### config.mk
export PLATFORM = sky130hd
export DESIGN_NAME = seq_comparator
export DESIGN_NICKNAME = d
export VERILOG_FILES = /design/src/rtl/seq_comparator.sv
export SDC_FILE = /design/constraint.sdc
export NUM_CORES = 1
export LEC_CHECK = 0
export CAP_MARGIN = 20
export CORE_ASPECT_RATIO = 2
export CORE_MARGIN = 8
export CORE_UTILIZATION = 52
export DETAILED_ROUTE_END_ITERATION = 8
export PLACE_DENSITY = 0.81
export SETUP_SLACK_MARGIN = 0.02
export SKIP_LAST_GASP = 1
export SYNTH_ARGS = -nofsm -noshare
export SYNTH_HDL_FRONTEND = slang
export SYNTH_SLANG_ARGS = --single-unit
### constraint.sdc
create_clock -name clk -period 4.4 [get_ports clk]
set_clock_uncertainty 0.2 [all_clocks]
set_input_delay 1.1 -clock clk [delete_from_list [all_inputs] [get_ports clk]]
set_output_delay 1.1 -clock clk [all_outputs]
set_load 0.02 [all_outputs]
### src/rtl/seq_comparator.sv
// Digit-serial magnitude comparator: scans latched operands MSB-first, DIGIT bits
// per clock, stopping at the first differing digit; equal operands resolve via l/e/g.
module seq_comparator #(
  parameter int WIDTH = 32,
  parameter int DIGIT = 4
) (
  input  logic             clk,
  input  logic             rst,
  input  logic             start,
  input  logic [WIDTH-1:0] A,
  input  logic [WIDTH-1:0] B,
  input  logic             signed_mode,
  input  logic             l,
  input  logic             e,
  input  logic             g,
  output logic             busy,
  output logic             done,
  output logic             lt,
  output logic             et,
  output logic             gt
);

  localparam int NSLICE = WIDTH / DIGIT;
  localparam int IW     = (NSLICE > 1) ? $clog2(NSLICE) : 1;
  localparam logic [WIDTH-1:0] MSB_MASK = ~({WIDTH{1'b1}} >> 1);

  typedef enum logic {IDLE, SCAN} state_t;

  state_t           state_reg;
  logic [WIDTH-1:0] a_reg, b_reg;
  logic             l_reg, g_reg;
  logic [IW-1:0]    idx_reg;
  logic             busy_reg, done_reg, lt_reg, et_reg, gt_reg;

  // With g > l > e priority, e never changes the outcome: equality is the fallback.
  logic unused_cascade_e;
  assign unused_cascade_e = e;

  logic [DIGIT-1:0] a_slice [NSLICE];
  logic [DIGIT-1:0] b_slice [NSLICE];
  logic [DIGIT-1:0] a_cur, b_cur;
  logic             last_slice;

  generate
    for (genvar gi = 0; gi < NSLICE; gi++) begin : g_slice
      assign a_slice[gi] = a_reg[WIDTH-1-gi*DIGIT -: DIGIT];
      assign b_slice[gi] = b_reg[WIDTH-1-gi*DIGIT -: DIGIT];
    end
  endgenerate

  always_comb begin
    a_cur = '0;
    b_cur = '0;
    for (int i = 0; i < NSLICE; i++) begin
      if (idx_reg == IW'(i)) begin
        a_cur = a_slice[i];
        b_cur = b_slice[i];
      end
    end
  end

  assign last_slice = (idx_reg == IW'(NSLICE - 1));

  always_ff @(posedge clk or posedge rst) begin
    if (rst) begin
      state_reg <= IDLE;
      a_reg     <= '0;
      b_reg     <= '0;
      l_reg     <= 1'b0;
      g_reg     <= 1'b0;
      idx_reg   <= '0;
      busy_reg  <= 1'b0;
      done_reg  <= 1'b0;
      lt_reg    <= 1'b0;
      et_reg    <= 1'b0;
      gt_reg    <= 1'b0;
    end else begin
      done_reg <= 1'b0;
      case (state_reg)
        IDLE: begin
          if (start) begin
            // Flipping the sign bits maps two's-complement order onto unsigned order.
            a_reg     <= A ^ (signed_mode ? MSB_MASK : '0);
            b_reg     <= B ^ (signed_mode ? MSB_MASK : '0);
            l_reg     <= l;
            g_reg     <= g;
            idx_reg   <= '0;
            busy_reg  <= 1'b1;
            lt_reg    <= 1'b0;
            et_reg    <= 1'b0;
            gt_reg    <= 1'b0;
            state_reg <= SCAN;
          end
        end
        SCAN: begin
          if (a_cur > b_cur) begin
            gt_reg    <= 1'b1;
            done_reg  <= 1'b1;
            busy_reg  <= 1'b0;
            state_reg <= IDLE;
          end else if (a_cur < b_cur) begin
            lt_reg    <= 1'b1;
            done_reg  <= 1'b1;
            busy_reg  <= 1'b0;
            state_reg <= IDLE;
          end else if (last_slice) begin
            gt_reg    <= g_reg;
            lt_reg    <= l_reg & ~g_reg;
            et_reg    <= ~g_reg & ~l_reg;
            done_reg  <= 1'b1;
            busy_reg  <= 1'b0;
            state_reg <= IDLE;
          end else begin
            idx_reg <= idx_reg + 1'b1;
          end
        end
      endcase
    end
  end

  assign busy = busy_reg;
  assign done = done_reg;
  assign lt   = lt_reg;
  assign et   = et_reg;
  assign gt   = gt_reg;

endmodule
Word-level counts from Yosys, hierarchy flattened
Index checks and enable logic that the tools add are counted.

cells by class
  add/sub/neg operators = 1
  magnitude comparators = 2
  equality and inequality tests = 16
  multiplexer cells = 49
  bitwise operators = 7
  reduce and logical (&&, ||, !) cells = 7

operators by type and width
  operator             count
  $mux 4               16
  $xor 32x32->32       2
  $mux 32              1
  $mux 1               22
  $eq 3x3->1 const B   4
  $mux 3               4
  $pmux 1 s2           5
  $ne 2x2->1 const B   4
  $reduce_and 4->1     2
  $eq 3x2->1 const B   2
  $ne 3x1->1 const B   2
  $pmux 3 s2           1
  $reduce_and 3->1     2
  $gt 4x4->1           1
  $lt 4x4->1           1
  $ne 4x1->1 const B   1
  $reduce_and 2->1     2
  $add 3x1->3 const B  1
  $eq 3x1->1 const B   1
  $logic_not 3->1      1
  $ne 3x3->1 const B   1
  $not 1->1            3
  $and 1x1->1          2
  $ne 2x1->1 const B   1

storage, ports and cells
  register bits = 75
  bits of input ports = 71
  word-level logic and storage cells = 93

Depth between registers and ports, before layout
Gate-level depths: netlist (run 1).

  word-level depth = 13
  gate-level depth with buffers = 14
  gate-level depth less buffers = 11

Worst setup path before layout (run 1)
OpenSTA, ideal clock, no wires.

  path kind = register -> register
  from = register idx_reg[2]
  to = register idx_reg[1]
  setup time = 0.125 ns
  data arrival time = 2.978 ns
  path slack = 1.097 ns
  cell stages (with the launch flop) = 15
  path buffers = 3
  path through = dfrtp_1 -> buf_2 -> inv_1 -> buf_2 -> ha_1 -> buf_4 -> nor2_1 -> o211ai_1 -> a21oi_1 -> o31a_1 -> ha_1 -> nor2b_2 -> o211ai_2 -> a2111oi_4 -> mux2_4

on the way
  longest elaborated chain between the ends = 12

ends and longest elaborated chain
  element                                          RTL line  source
  start, declared                                  32        logic [IW-1:0] idx_reg;
  start signal, assigned                           114       idx_reg <= idx_reg + 1'b1;
  $logic_not 3->1                                  55        if (idx_reg == IW'(i)) begin
  $mux 4 (8 in series)                             55
  $lt 4x4->1 / $gt 4x4->1 (equally long branches)  101, 96
  $ne 2x2->1 (no line)                             -
  $reduce_and 4->1 (no line) (*)                   -

Mark *: on every way between the ends. The rest lies on a longest branch, timed or not.
A chain may end at the register's enable or synchronous reset.

Worst setup path after layout (run 1)
  from = register idx_reg[0]
  to = register idx_reg[1]

on the way
  longest elaborated chain between the ends = 12

ends and longest elaborated chain
  element                                          RTL line
  $logic_not 3->1                                  55
  $mux 4 (8 in series)                             55
  $lt 4x4->1 / $gt 4x4->1 (equally long branches)  101, 96
  $ne 2x2->1 (no line)                             -
  $reduce_and 4->1 (no line)                       -

Several ways; a longest one is shown, not always the timed one. The select of a mux whose other input is x is not followed.

==> impl_metrics.toml, run 1 <==
[run_status]
status = "finished, final reports clean"

[die]
core.rowCount = 44
core-area_sq_um = 7160
die_y_um = 137
die_area_sq_um = 10400
pin_count = 76
die_w_um = 76.3
floorplan.initialDensity = 0.528

[pwr]
power.leakage_nw = 2.35
power_density_nw_per_um2 = 634
finalPower_mw = 3.14
ir_worst_vdd_uv = 430

[critical_path]
cp_slowest_cell = "a2111oi_4"
critPathArrivalTime_ns = 3.61
crit_path_start_kind = "flop"
cp_max_fo = 9
crit_type = "flop to flop"
cp-end-kind = "flop"
cp.buffers_inverters = 1
cp_top_family = "compound AO/OA/AOI/OAI gates"
worstPathCellList = "ha_1, ha_1, buf_4, nor2b_1, o32ai_1, a21oi_1, o31a_1, ha_1, nor2b_2, o211ai_2, a2111oi_4, mux2_4"
worst_path_most_repeated_cell = "ha_1"
max_stage_delay_ns = 0.43
worstPathRequired_ns = 4.42

[final_layout]
area_growth_pct = 31.0
fin_nets = 611
diodes = 0
drive_gt1_frac = 0.0748
layout_commonest_cell = "nand2_1"
layout_common_cells = "nand2_1, dfrtp_1, clkdlybuf4s50_1, a21oi_1, o21ai_0"

[synth]
netlist_instances = 458
yosysUniqueCellTypes = 45
ys_ff_latch = 75
synth-async-reset-ratio = 1.00
syn-num-nets = 539
synth_area_sq_um = 3780
synth_edf_count = 0
avgSynthCellArea_sq_um = 8.25
yosys_warnings = 0
ys_seq_area_frac = 0.497
synth_ff_type = "dfrtp_1"

[clock_network]
cts_setup_buffers = 0
cts_root_buffer = "clkbuf_16"
ctsResizeCount = 0
cts.reportedPaths.clkPinSlew_ns = 0.06
cts.sinks = 75
postCtsHoldBufs = 0
cts_tree = "built"
htree_levels = 3
clock_path_buffers = 2
clock_latency_ns = 0.34
cts_buffers = 9

[hold_path]
hold_path_class = "flop to flop"

[sta]
fin_hold_ws_ns = 0.275
tns_ns = 0
timing.final.crit_share = 0.814
fin_crit_ns = 3.58
tightest_slew_ns = 0.677
finalSetupViolations = 0
fmax_ghz = 0.279
hold_viol = 0
max_slew_margin = 0.549
rsz0062_at_grt = "no"
drv_slew = 0

[global_route]
grt_pass1_vias = 3324
track_usage = 0.189
grt_max_degree = 46
grt_pass1_wl_mm = 15.7
gr-total-overflow = 0
antenna_found_initial = 0

[drt]
drc = 0
drt_iter0_drc = 201
post_drt_via_cell_ratio = 5.28
routedWlPerCell_um = 14.9
drtAntennaViolNets = 0
routed_wl_mm = 9.32
via_count = 3313
dr.pass1.iters = 6

[run]
max_cap_violations = 0

[placed_design]
portBuffers = 74
hpwl_mm = 6.84
gp_congestion = 0.870
cell usage after synthesis, types with 2 or more instances:
cell type  count  area, sq um
buf_1          5         18.8
nor3b_1        7         52.6
a211o_1        2         17.5
o21ai_0       27          135
mux2i_1        2         20.0
o211ai_1       4         30.0
xnor2_1        2         17.5
nor2b_1        5         31.3
o32ai_1        4         35.0
nand2_1      188          706
dfrtp_1       75         1880
a21oi_1       28          140
a222oi_1       4         40.0
nor3_1         2         10.0
a221oi_1       2         17.5
a21o_1         3         22.5
ha_1          10          125
nor2_1        18         67.6
a211oi_1       2         15.0
inv_1         21         78.8
o31ai_1        2         15.0
clkbuf_1      12         45.0
nand3_1        2         10.0
buf_2          9         45.0
o21bai_1       2         15.0
per-stage QoR:
stage	cells	worst slack (ns)	utilization	cell area, sq um
after CTS	627	0.830	0.692	4950
after global placement	611	0.879	0.649	4640
after floorplan	458	1.10	-	3780
after detailed placement	611	0.826	0.649	4640
final	627	0.819	0.692	4950
after global routing	627	0.602	0.692	4950
area by class of cell:
cell class                 count  area, sq um
tap                           92          115
clock buffer                  10          229
fill                         597         2200
sequential                    75         1880
clock inverter                 6         80.1
inverter                      21         78.8
multi-input combinational    335         1720
timing repair buffer          88          858
path summary, 6_finish.rpt:
kind / start / to / cells past startpoint / slack (ns)
worst max-delay path: idx_reg[0] / idx_reg[1] / 12 / 0.82
worst min-delay path: a_reg[6] / a_reg[6] / 2 / 0.27
worst max register to register: idx_reg[0] / idx_reg[1] / 12 / 0.82
worst min register to register: a_reg[6] / a_reg[6] / 2 / 0.27
max in group asynchronous: rst / b_reg[1] / 3 / 2.35
min in group asynchronous: rst / a_reg[15] / 2 / 0.98
worst reg2reg max path: cells and delay by family (launching register included):
family / cells / cell delay (ns)
simple gates: 2 / 0.27
compound gates: 5 / 1.18
flops: 1 / 0.42
fa+ha+maj: 3 / 0.84
buf+inv: 1 / 0.22
mux: 1 / 0.33
power by group:
group / internal (mW) / leakage, nW / switching [mW]
combinational: 0.513 / 1.27 / 0.680
sequential: 1.00 / 0.925 / 0.184
clock: 0.492 / 0.156 / 0.271
cell families after synthesis:
| logic type | count (synthesis) | synth area share |
|---|---|---|
| multiplexers | 3 | 0.00927 |
| AO/OA/AOI/OAI | 89 | 0.154 |
| XOR/XNOR | 2 | 0.00464 |
| buffers and inverters | 48 | 0.0516 |
| flip-flops | 75 | 0.497 |
| adder cells (fa/ha/maj) | 10 | 0.0331 |
| AND/OR/NAND/NOR | 231 | 0.251 |
metal layers:
| layer | share of wire | global-route usage | up-vias | routed length [um] |
|---|---|---|---|---|
| met4 | 0.028 | 0.0991 | 0 | 263 |
| met3 | 0.055 | 0.0513 | 20 | 514 |
| met5 | 0 | 0 | - | 0 |
| met2 | 0.51 | 0.317 | 113 | 4750 |
| met1 | 0.41 | 0.216 | 1538 | 3790 |
| li1 | - | - | 1642 | - |
(Power assumes the default switching activity.)
==> inputs of run 2 (changes only) <==
clock period = 3.7 ns   (was 4.4 ns; I/O delays follow)
==> run 2 against run 1 <==
  * Clock power up 16%
  * Highest routed layer unchanged
  * Flip-flop and latch count unchanged
  * Final area grew 1.1%
  * Critical endpoint unchanged
  * Largest cell class unchanged
==> impl_metrics.toml, run 2 (synthesized netlist as in run 1, its figures left out) <==
[final_layout]
layout_commonest_cell = "nand2_1"
layout.cells.non_filler = 633
seqCellArea_sq_um = 1880
area_growth_pct = 32.4
nFillCells = 586
final_area_sq_um = 5010
layout_common_cells = "nand2_1, dfrtp_1, clkdlybuf4s50_1, a21oi_1, o21ai_0"
finish.utilization = 0.699
multi_input_area_sq_um = 1720
diodes = 0
drive_gt1_frac = 0.0832
fin_nets = 617

[clock_network]
cts_tree = "built"
ctsResizeCount = 0
cts.sinks = 75
clock_path_buffers = 2
cts_buffers = 9
cts_root_buffer = "clkbuf_16"
postCtsHoldBufs = 0
cts_setup_buffers = 0
cts.reportedPaths.clkPinSlew_ns = 0.05
clock_latency_ns = 0.34
htree_levels = 3

[global_route]
antenna_found_initial = 0
track_usage = 0.188
grt_pass1_wl_mm = 15.7
grt_pass1_vias = 3308
gr-total-overflow = 0
grt_max_degree = 46

[drt]
routed_wl_mm = 9.41
drtAntennaViolNets = 0
drc = 0
via_count = 3311
post_drt_via_cell_ratio = 5.23
dr.pass1.iters = 5
routedWlPerCell_um = 14.9
drt_iter0_drc = 194

[sta]
fin_crit_ns = 3.48
rsz0062_at_grt = "no"
hold_viol = 0
timing.final.crit_share = 0.940
drv_slew = 0
max_slew_margin = 0.657
finalSetupViolations = 0
tightest_slew_ns = 0.514
fin_hold_ws_ns = 0.275
tns_ns = 0
fmax_ghz = 0.288
worst_slack_ns = 0.223

[critical_path]
max_stage_delay_ns = 0.48
cp-end-kind = "flop"
worstPathRequired_ns = 3.72
crit_path_start_kind = "flop"
worstPathCellList = "inv_1, ha_1, buf_4, nand2_1, nor2_1, o21ai_0, o21ai_0, ha_1, nand4_1, a2111oi_4, mux2_4"
cp_slowest_cell = "a2111oi_4"
cp_max_fo = 7
cp_top_family = "compound AO/OA/AOI/OAI gates"
cp.buffers_inverters = 2
critPathArrivalTime_ns = 3.50
crit_type = "flop to flop"

[run_status]
status = "finished, final reports clean"

[placed_design]
place_ws_ns = 0.172
gp_congestion = 0.905
hpwl_mm = 6.98
dp.cells = 617
portBuffers = 74
post_dp_cell_area_sq_um = 4690

[die]
die_y_um = 137
pin_count = 76
core-area_sq_um = 7160
die_area_sq_um = 10400
floorplan.initialDensity = 0.528
die_w_um = 76.3
core.rowCount = 44

[pwr]
power.leakage_nw = 2.37
power_density_nw_per_um2 = 753
ir_worst_vdd_uv = 371
finalPower_mw = 3.77

[run]
max_cap_violations = 0

[hold_path]
hold_path_class = "flop to flop"
[run 2: changes by cell type in the layout (fill, tap and decap cells not counted), moves of 2 or more]
cell	previous run	this run
clkinv_2	4	0
clkbuf_8	0	3
buf_4	13	19
clkbuf_1	1	3
[run 2: path summary, 6_finish.rpt]
kind,end,cells after the start,slack (ns),startpoint
setup / recovery,idx_reg[1],11,0.22,idx_reg[0]
hold / removal,a_reg[6],2,0.28,a_reg[6]
setup reg to reg,idx_reg[1],11,0.22,idx_reg[0]
hold reg to reg,a_reg[6],2,0.28,a_reg[6]
max in group asynchronous,b_reg[3],3,1.88,rst
min in group asynchronous,a_reg[15],2,0.71,rst
[run 2: worst reg2reg max path: stages, from the launching register on]
cell       delay, ns
dfrtp_1         0.41
inv_1           0.10
ha_1            0.31
buf_4           0.20
nand2_1         0.25
nor2_1          0.07
o21ai_0         0.28
o21ai_0         0.15
ha_1            0.36
nand4_1         0.21
a2111oi_4       0.48
mux2_4          0.33
[run 2: metal layers]
layer  part of all wire  up-vias  global-route usage  wire length [um]
met2               0.52       96               0.319              4930
met3              0.053       14              0.0493               496
met4              0.026        0              0.0873               242
met5                  0        -                   0                 0
met1               0.40     1548               0.218              3740
li1                   -     1653                   -                 -
[run 2: layout make-up]
cell class                      instances  area share
Inverter                               21      0.0157
Clock inverter                          1     0.00600
Multi-Input combinational cell        335       0.344
Tap cell                               92      0.0230
Clock buffer                           15      0.0555
Sequential cell                        75       0.375
Timing Repair Buffer                   94       0.180
[run 2: power by group]
part | leakage (nW) | switching (mW) | total [mW] | internal (mW)
Clock | 0.150 | 0.310 | 0.887 | 0.578
Sequential | 0.925 | 0.221 | 1.41 | 1.19
Combinational | 1.29 | 0.814 | 1.47 | 0.656
